==> src/rtl/option_router.sv <==
// Routes parser and solver lines into the row/column option FIFOs and tracks their occupancy.
// Define ROUTER_STATS_EN to build the per-FIFO peak occupancy registers (peak_r/peak_c read 0 otherwise).
module option_router #(
  parameter  int LINE_WIDTH = 16,
  parameter  int FIFO_DEPTH = 1024,
  localparam int CNT_W      = $clog2(FIFO_DEPTH + 1)
) (
  input  logic                  clk,
  input  logic                  rst,
  input  logic                  parse_write,
  input  logic [LINE_WIDTH-1:0] parse_line,
  input  logic                  parse_row,
  input  logic                  parsed,
  input  logic                  solve_write_r,
  input  logic                  solve_write_c,
  input  logic [LINE_WIDTH-1:0] solve_line_r,
  input  logic [LINE_WIDTH-1:0] solve_line_c,
  input  logic                  solve_read_r,
  input  logic                  solve_read_c,
  input  logic                  solved,
  input  logic                  fifo_full_r,
  input  logic                  fifo_full_c,
  output logic                  fifo_write_r,
  output logic                  fifo_write_c,
  output logic [LINE_WIDTH-1:0] fifo_in_r,
  output logic [LINE_WIDTH-1:0] fifo_in_c,
  output logic                  fifo_flush,
  output logic [CNT_W-1:0]      count_r,
  output logic [CNT_W-1:0]      count_c,
  output logic [1:0]            state,
  output logic                  overflow,
  output logic                  underflow,
  output logic                  stray,
  output logic [CNT_W-1:0]      peak_r,
  output logic [CNT_W-1:0]      peak_c
);

  typedef enum logic [1:0] {
    RECEIVE = 2'd0,
    SOLVE   = 2'd1,
    FLUSH   = 2'd2
  } state_t;

  state_t state_reg;
  logic   fifo_flush_reg;
  logic   overflow_reg, underflow_reg, stray_reg;

  logic in_receive, in_solve, in_flush, flush_start;
  assign in_receive  = (state_reg == RECEIVE);
  assign in_solve    = (state_reg == SOLVE);
  assign in_flush    = (state_reg == FLUSH);
  assign flush_start = in_solve && solved;

  // Index 0 is the row FIFO, index 1 the column FIFO.
  logic [1:0]            req, full, rd, drop, under;
  logic [LINE_WIDTH-1:0] line_sel [2];

  assign req[0] = (in_receive && parse_write && parse_row)
                | (in_solve && solve_write_r && !solved);
  assign req[1] = (in_receive && parse_write && !parse_row)
                | (in_solve && solve_write_c && !solved);
  assign line_sel[0] = in_receive ? parse_line : solve_line_r;
  assign line_sel[1] = in_receive ? parse_line : solve_line_c;
  assign full = {fifo_full_c, fifo_full_r};
  assign rd   = {solve_read_c, solve_read_r} & {2{!in_flush}};

  logic [CNT_W-1:0]      count_q [2];
  logic [CNT_W-1:0]      peak_q  [2];
  logic [1:0]            wr_q;
  logic [LINE_WIDTH-1:0] din_q   [2];

  for (genvar gi = 0; gi < 2; gi++) begin : g_fifo
    logic [CNT_W-1:0]      count_reg, count_next;
    logic                  accept;
    logic                  wr_reg;
    logic [LINE_WIDTH-1:0] din_reg;

    always_comb begin
      accept     = req[gi] && !full[gi] && (count_reg < CNT_W'(FIFO_DEPTH));
      count_next = count_reg;
      if (accept && !rd[gi])
        count_next = count_reg + 1'b1;
      else if (!accept && rd[gi] && (count_reg != '0))
        count_next = count_reg - 1'b1;
    end

    assign drop[gi]  = req[gi] && !accept;
    assign under[gi] = rd[gi] && (count_reg == '0);

    always_ff @(posedge clk) begin
      if (rst) begin
        count_reg <= '0;
        wr_reg    <= 1'b0;
        din_reg   <= '0;
      end else begin
        wr_reg <= accept;
        if (accept)
          din_reg <= line_sel[gi];
        // Entering FLUSH clears occupancy so the flush cycle already reports empty FIFOs.
        count_reg <= flush_start ? '0 : count_next;
      end
    end

`ifdef ROUTER_STATS_EN
    logic [CNT_W-1:0] peak_reg;
    always_ff @(posedge clk) begin
      if (rst)
        peak_reg <= '0;
      else if (flush_start)
        peak_reg <= '0;
      else if (count_next > peak_reg)
        peak_reg <= count_next;
    end
    assign peak_q[gi] = peak_reg;
`else
    assign peak_q[gi] = '0;
`endif

    assign count_q[gi] = count_reg;
    assign wr_q[gi]    = wr_reg;
    assign din_q[gi]   = din_reg;
  end

  always_ff @(posedge clk) begin
    if (rst) begin
      state_reg      <= RECEIVE;
      fifo_flush_reg <= 1'b0;
    end else begin
      fifo_flush_reg <= 1'b0;
      case (state_reg)
        RECEIVE: if (parsed) state_reg <= SOLVE;
        SOLVE: begin
          if (solved) begin
            state_reg      <= FLUSH;
            fifo_flush_reg <= 1'b1;
          end
        end
        FLUSH:   state_reg <= RECEIVE;
        default: state_reg <= RECEIVE;
      endcase
    end
  end

  always_ff @(posedge clk) begin
    if (rst) begin
      overflow_reg  <= 1'b0;
      underflow_reg <= 1'b0;
      stray_reg     <= 1'b0;
    end else begin
      overflow_reg  <= overflow_reg  | (|drop);
      underflow_reg <= underflow_reg | (|under);
      stray_reg     <= stray_reg
                     | (parse_write && !in_receive)
                     | ((solve_write_r || solve_write_c) && !in_solve);
    end
  end

  assign fifo_write_r = wr_q[0];
  assign fifo_write_c = wr_q[1];
  assign fifo_in_r    = din_q[0];
  assign fifo_in_c    = din_q[1];
  assign fifo_flush   = fifo_flush_reg;
  assign count_r      = count_q[0];
  assign count_c      = count_q[1];
  assign peak_r       = peak_q[0];
  assign peak_c       = peak_q[1];
  assign state        = state_reg;
  assign overflow     = overflow_reg;
  assign underflow    = underflow_reg;
  assign stray        = stray_reg;

endmodule

==> config.mk <==
export PLATFORM = sky130hd
export DESIGN_NAME = option_router
export DESIGN_NICKNAME = d
export VERILOG_FILES = /design/src/rtl/option_router.sv
export SDC_FILE = /design/constraint.sdc
export NUM_CORES = 1
export LEC_CHECK = 0
export BUFFER_PORTS_ARGS = -buffer_cell sky130_fd_sc_hd__buf_4
export CAP_MARGIN = 20
export CORE_MARGIN = 5
export CORE_UTILIZATION = 30
export DETAILED_ROUTE_END_ITERATION = 8
export GPL_TIMING_DRIVEN = 0
export SLEW_MARGIN = 5
export SYNTH_ARGS = -nofsm -noshare
export SYNTH_HDL_FRONTEND = slang
export SYNTH_SLANG_ARGS = --single-unit
export TNS_END_PERCENT = 100
==> constraint.sdc <==
create_clock -name clk -period 5.4 [get_ports clk]
set_input_delay 0.27 -clock clk [delete_from_list [all_inputs] [get_ports clk]]
set_output_delay 0.27 -clock clk [all_outputs]
set_load 0.1 [all_outputs]
==> flow_metrics.tcl, run 1 <==
set metrics [dict create \
    reg2reg_slack_ns 1.00 \
    p_per_area_nw_per_um2 661.7 \
    drtPass1Iterations 5 \
    fin_tns_setup_ns 0 \
    p_int_mw 1.614 \
    drt-wirelength-per-cell_microns 16.07 \
    die_h_microns 118.7 \
    end_kind "flip-flop" \
    critPathArrivalTime_ns 4.58 \
    hpwl_microns 9316 \
    combPwrFrac_pct 61.2 \
    syn_to_final_growth_pct 41.98 \
    core_sq_um 11520 \
    syn_inst 424 \
    h-tree-depth 3 \
    design_area_sq_um 5036 \
    grt_pass1_vias 3654 \
    postSynth.asyncResetShare_pct 0 \
    max_clock_freq_ghz 0.2274 \
    cp-start-kind "flip-flop" \
    yosysTopAreaCell "dfxtp_1" \
    antenna_found_initial 0 \
    final.min_clock_period_ns 4.397 \
    post-cts-setup-buffer-count 0 \
    synthTopCellsByArea "dfxtp_1 35%, a21oi_1 7.8%, a211oi_1 7.6%" \
    max_slew_margin_pct 56.89 \
    grt.total_usage_pct 16.28 \
    cts_buffer_depth 2 \
    outcome "completed" \
    tightest_slew_ns 0.6467 \
    ant_nets 0 \
    worst-setup-path-type "flip-flop to flip-flop" \
    clock_power_share_pct 18.6 \
    avgSynthCellArea_sq_um 8.366 \
    io_pins 144 \
    ys_dominant_reg_cell "dfxtp_1" \
    root_buffer "clkbuf_16" \
    grt_pass1_wl_microns 18630 \
    max-cap-violations 0 \
    crit_fanout 10 \
    finalSetupViolations 0 \
    clock_latency_ns 0.32 \
    yosysSeqAreaShare_pct 34.99 \
    dpl_cell_area_sq_um 4713 \
    power_frac_seq_pct 20.3 \
    max-vdd-ir-drop_uv 484.1 \
    gp_congestion 0.8915 \
    nets 657 \
    first_iter_violations 203 \
    antenna_cells 0 \
    cp.required_ns 5.58 \
    vias_per_cell 4.975 \
    post_cts_resized 0 \
    synth-seq-cells 62 \
    finalCritPeriodShare_pct 81.43 \
    yosysTopAreaCellShare_pct 34.99 \
    dr_total_vias 3607 \
    fp.dieW_microns 118.7 \
    clkSinkCount 62 \
    hold_viol 0 \
    synth_area_sq_um 3547 \
    grt_max_degree 13 \
    num_rows 39 \
    grt_remaining_overflow 0 \
    routed_wl_microns 11650 \
    io_buffers 121 \
    swShare_pct 51.58 \
    drc_errors 0 \
    numCtsBuffers 9 \
    power.net_switching_mw 1.719 \
    yosysUniqueCellTypes 48 \
    rsz0062_at_grt "false" \
    postLayoutCoreUtil_pct 43.73 \
    synth_warnings 0 \
    finalMaxSlewViolations 0 \
    synth-edff-count 0 \
    final_common_cell "buf_4" \
    p_leak_nw 2.239 \
    skew_ns 0.005909 \
    ctsHoldBuffers 0 \
    mostFrequentLayoutCells "144 x buf_4, 62 x dfxtp_1, 57 x nor2_1" \
    dieArea_sq_um 14100 \
    clk_pin_slew_worst_paths_ns 0.06 \
    cts_tree "done" \
    hold_path.class "input port to flip-flop" \
    initial_core_util_pct 30.80 \
    layout-drive-gt1-share_pct 28.35 \
]
-- power by group through the flow --
stage / registers [mW] / logic [mW] / clock network, mW
after floorplan: 1.35 / 0.957 / 0
after global placement: 0.684 / 2.00 / 0
after detailed placement: 0.686 / 2.03 / 0
after CTS: 0.677 / 2.04 / 0.631
after global routing: 0.694 / 2.19 / 0.653
final: 0.675 / 2.04 / 0.619
-- kinds of logic after synthesis --
logic type	after synthesis	share of synthesized area, %
DFF	62	34.99
xor gates and xnor gates	13	3.210
buffers and inverters	50	7.760
AOI/OAI and AO/OA	131	24.13
muxes	14	3.950
other	1	0.1057
adders and majority gates	20	7.478
and+or+nand+nor	133	18.38
-- worst paths after layout --
kind / startpoint / depth (start not counted) / to
min reg2reg: stray$_SDFF_PP0_ / 2 / stray$_SDFF_PP0_
max: state[0]$_SDFFE_PP0P_ / 13 / count_r[10]$_SDFFE_PP0P_
min: solve_read_r / 3 / underflow$_SDFF_PP0_
max reg2reg: state[0]$_SDFFE_PP0P_ / 13 / count_r[10]$_SDFFE_PP0P_
-- metrics by stage --
stage               hold slack, ns  total power [mW]  cells  setup slack [ns]
floorplan                   0.4286             2.311    445             1.192
global placement            0.4418             2.687    709             1.028
detailed placement          0.4413             2.716    709            0.9673
CTS                         0.2104             3.347    725            0.9499
global route                0.2716             3.535    725            0.5264
finish                      0.2199             3.333    725             1.003
-- cells in the mapped netlist (3+ instances only) --
library cell,instances
a21o_1,6
a311o_1,3
nor3_1,9
and3_1,3
xor2_1,5
nand2_1,16
nor4_1,6
o21bai_1,3
clkbuf_1,17
buf_4,23
a31oi_1,3
ha_1,18
mux2i_1,14
a211oi_1,36
o21ai_0,10
dfxtp_1,62
inv_1,6
and2_1,18
nor2b_1,9
xnor2_1,8
a21oi_1,55
buf_1,3
nor2_1,57
-- metal layers --
| layer | track usage [%] | vias up | routed length (microns) |
|---|---|---|---|
| li1 | - | 1795 | - |
| met1 | 19.63 | 1630 | 5006 |
| met2 | 27.46 | 165 | 5414 |
| met3 | 5.110 | 17 | 1016 |
| met4 | 5.576 | 0 | 215 |
| met5 | 0 | - | 0 |
-- critical path, cell delays in order (launching register included) --
cell      delay [ns]
dfxtp_1         0.36
clkbuf_1        0.34
nor4bb_1        0.40
o21a_1          0.16
clkbuf_1        0.34
buf_1           0.47
nand2_1         0.42
fa_1            0.53
a21oi_1         0.14
nor2b_1         0.08
a311o_1         0.42
a41o_1          0.29
nor4_1          0.24
nor3_1          0.08
-- cell type report --
type                    instances  area, sq um
clock buffers                   9        225.2
inverters                       6        22.52
plain buffers                  44        252.7
multi-input cells             333         2110
fillers                      1188         6480
repair buffers                121        908.4
well taps                     143        178.9
clock inverters                 7        97.59
flip-flops and latches         62         1241
(Power assumes the default switching activity.)
==> inputs of run 2 (changes only) <==
--- a/config.mk
+++ b/config.mk
@@ -5,6 +5,7 @@
 export SDC_FILE = /design/constraint.sdc
 export NUM_CORES = 1
 export LEC_CHECK = 0
+export ABC_AREA = 1
 export BUFFER_PORTS_ARGS = -buffer_cell sky130_fd_sc_hd__buf_4
 export CAP_MARGIN = 20
 export CORE_MARGIN = 5
==> constraint.sdc (replaced) <==
create_clock -name clk -period 3.9 [get_ports clk]
set_input_delay 0.195 -clock clk [delete_from_list [all_inputs] [get_ports clk]]
set_output_delay 0.195 -clock clk [all_outputs]
set_load 0.1 [all_outputs]
==> run 2 against run 1 <==
Clock skew increased by 0.0020 ns. Critical path depth decreased by 2. First-iteration DRC count decreased by 2.5%. Largest cell class unchanged. Utilization decreased by 0.48 points. Total power increased by 23%. Die area increased by 5.0%. Final area increased by 4.0%. Wire length increased by 8.1%. Synthesized area increased by 5.4%. Highest routed layer unchanged. Worst hold slack got worse by 0.16 ns. Clock power increased by 33%.
==> flow_metrics.tcl, run 2 <==
set metrics [dict create \
    fin_tns_setup_ns 0 \
    drt-wirelength-per-cell_microns 14.82 \
    grt_pass1_wl_microns 20240 \
    syn_to_final_growth_pct 40.08 \
    critPathLaunch "state[1]$_SDFFE_PP0P_" \
    io_buffers 121 \
    fp.dieW_microns 121.7 \
    nets 757 \
    h-tree-depth 3 \
    yosysTopAreaCellShare_pct 33.19 \
    syn_inst 524 \
    io_pins 144 \
    max-cap-violations 0 \
    finalCritPeriodShare_pct 76.07 \
    drt-met1-wl_microns 5471 \
    yosysSeqAreaShare_pct 33.19 \
    wl_met2_microns 5804 \
    post-synth-top-count-cell "o21ai_0" \
    routed_wl_microns 12590 \
    vias_per_cell 4.682 \
    initial_core_util_pct 30.88 \
    finalSetupViolations 0 \
    skew_ns 0.007864 \
    max_slew_margin_pct 57.44 \
    total_power_mw 4.103 \
    hold_path.class "input port to flip-flop" \
    worstRegToRegCells 11 \
    max-vdd-ir-drop_uv 242.9 \
    grt.total_usage_pct 17.29 \
    synth_area_sq_um 3740 \
    dpl_cell_area_sq_um 4937 \
    hpwl_microns 10020 \
    grt_max_degree 15 \
    numCtsBuffers 9 \
    drtPass1Iterations 4 \
    outcome "completed" \
    stdcell_count 850 \
    crit_fanout 14 \
    layout-drive-gt1-share_pct 27.27 \
    drc_errors 0 \
    postSynth.asyncResetShare_pct 0 \
    ant_nets 0 \
    final.min_clock_period_ns 2.967 \
    p_per_area_nw_per_um2 783.2 \
    ys_dominant_reg_cell "dfxtp_1" \
    endpoint "count_c[8]$_SDFFE_PP0P_" \
    antenna_cells 0 \
    r2r_end "count_c[8]$_SDFFE_PP0P_" \
    end_kind "flip-flop" \
    max_clock_freq_ghz 0.3371 \
    post-cts-setup-buffer-count 0 \
    mostFrequentLayoutCells "147 x buf_4, 85 x o21ai_0, 80 x nand2_1" \
    cts_buffer_depth 2 \
    antenna_found_initial 0 \
    synth-edff-count 0 \
    avgSynthCellArea_sq_um 7.137 \
    root_buffer "clkbuf_16" \
    clock_latency_ns 0.34 \
    design_area_sq_um 5239 \
    synthTopCellsByCount "85 x o21ai_0, 80 x nand2_1, 62 x dfxtp_1" \
    cts_tree "done" \
    dieArea_sq_um 14800 \
    hold_viol 0 \
    placed_cells 834 \
    p_leak_nw 2.613 \
    synthTopCellsByArea "dfxtp_1 33%, o21ai_0 11%, nand2_1 8.0%" \
    cp.required_ns 4.13 \
    cp-start-kind "flip-flop" \
    dr_total_vias 3980 \
    core_sq_um 12110 \
    first_iter_violations 198 \
    finalMaxSlewViolations 0 \
    hold-worst-slack_ns 0.05608 \
    top_layer "met4" \
    post_cts_resized 0 \
    worst-setup-path-type "flip-flop to flip-flop" \
    rsz0062_at_grt "false" \
    reg2reg_slack_ns 0.93 \
    tightest_slew_ns 0.6366 \
    die_h_microns 121.7 \
    synth_warnings 0 \
    grt_pass1_vias 4106 \
    yosysTopAreaCell "dfxtp_1" \
    final_common_cell "buf_4" \
    clk_pin_slew_worst_paths_ns 0.06 \
    yosysUniqueCellTypes 34 \
    synth-seq-cells 62 \
    gp_congestion 0.8869 \
    wl_met3_microns 1100 \
    clkSinkCount 62 \
    num_rows 40 \
    ctsHoldBuffers 0 \
    critPathArrivalTime_ns 3.20 \
    grt_remaining_overflow 0 \
    r2r-start "state[1]$_SDFFE_PP0P_" \
]
-- run 2: cell count changes after synthesis, moves of 5 or more --
cell / change
nand3_1: +22
a21oi_1: -32
o21ai_0: +75
o21ai_1: +5
nand2_1: +64
a31oi_1: +29
inv_2: +6
nor4_1: -6
clkbuf_1: -7
a211oi_1: -36
nor2b_1: -9
and2_1: -18
inv_1: +32
mux2i_1: -14
-- run 2: cell families after synthesis --
| kind of cell | synth area share [%] |
|---|---|
| AOI/OAI and AO/OA | 23.12 |
| xor gates and xnor gates | 2.810 |
| adders and majority gates | 7.093 |
| buffers and inverters | 11.88 |
| DFF | 33.19 |
| other | 0.1003 |
| and+or+nand+nor | 21.81 |
-- run 2: power breakdown --
| group | total, mW | switching [mW] | internal (mW) |
|---|---|---|---|
| Clock | 0.824 | 0.312 | 0.512 |
| Sequential | 0.873 | 0.122 | 0.751 |
| Combinational | 2.41 | 1.74 | 0.667 |
-- run 2: area by class of cell --
class                           instances  area [sq um]
Multi-Input combinational cell        396          2133
Timing Repair Buffer                  121         908.4
Sequential cell                        62          1241
Inverter                               44         165.2
Clock inverter                          5         58.81
Tap cell                              168         210.2
Fill cell                            1284          6873
Buffer                                 43         279.0
Clock buffer                           11         242.7
-- run 2: worst min path at each step --
stage          cells past startpoint  slack (ns)                     to  startpoint
2_1_floorplan                      1        0.26  state[0]$_SDFFE_PP0P_         rst
3_3_place_gp                       2        0.40  state[0]$_SDFFE_PP0P_         rst
3_5_place_dp                       2        0.40  state[0]$_SDFFE_PP0P_         rst
4_1_cts                            2        0.05  state[0]$_SDFFE_PP0P_         rst
5_1_grt                            2        0.06  state[0]$_SDFFE_PP0P_         rst
6_report                           2        0.06  state[0]$_SDFFE_PP0P_         rst
-- run 2: worst max-delay path: stages (launching register included) --
cell and delay (ns):
dfxtp_1 0.60, inv_2 0.12, o21ai_2 0.18, nand3_1 0.50, fa_1 0.65, nand2_1 0.11, nand3_1 0.07, o21ai_0 0.15
o21ai_0 0.16, xor2_1 0.16, nor2_1 0.09, nor2_1 0.05
-- run 2: per-layer routing --
layer  track usage, %  up-vias
li1                 -     2044
met1            20.98     1780
met2            28.91      138
met3            5.339       18
met4            6.162        0
met5                0        -
-- run 2: through the flow --
stage	utilization [%]	setup WS, ns
after floorplan	-	0.8130
after global placement	40.76	0.9798
after detailed placement	40.76	0.9209
after CTS	43.25	0.9046
after global routing	43.25	0.6881
final	43.25	0.9333
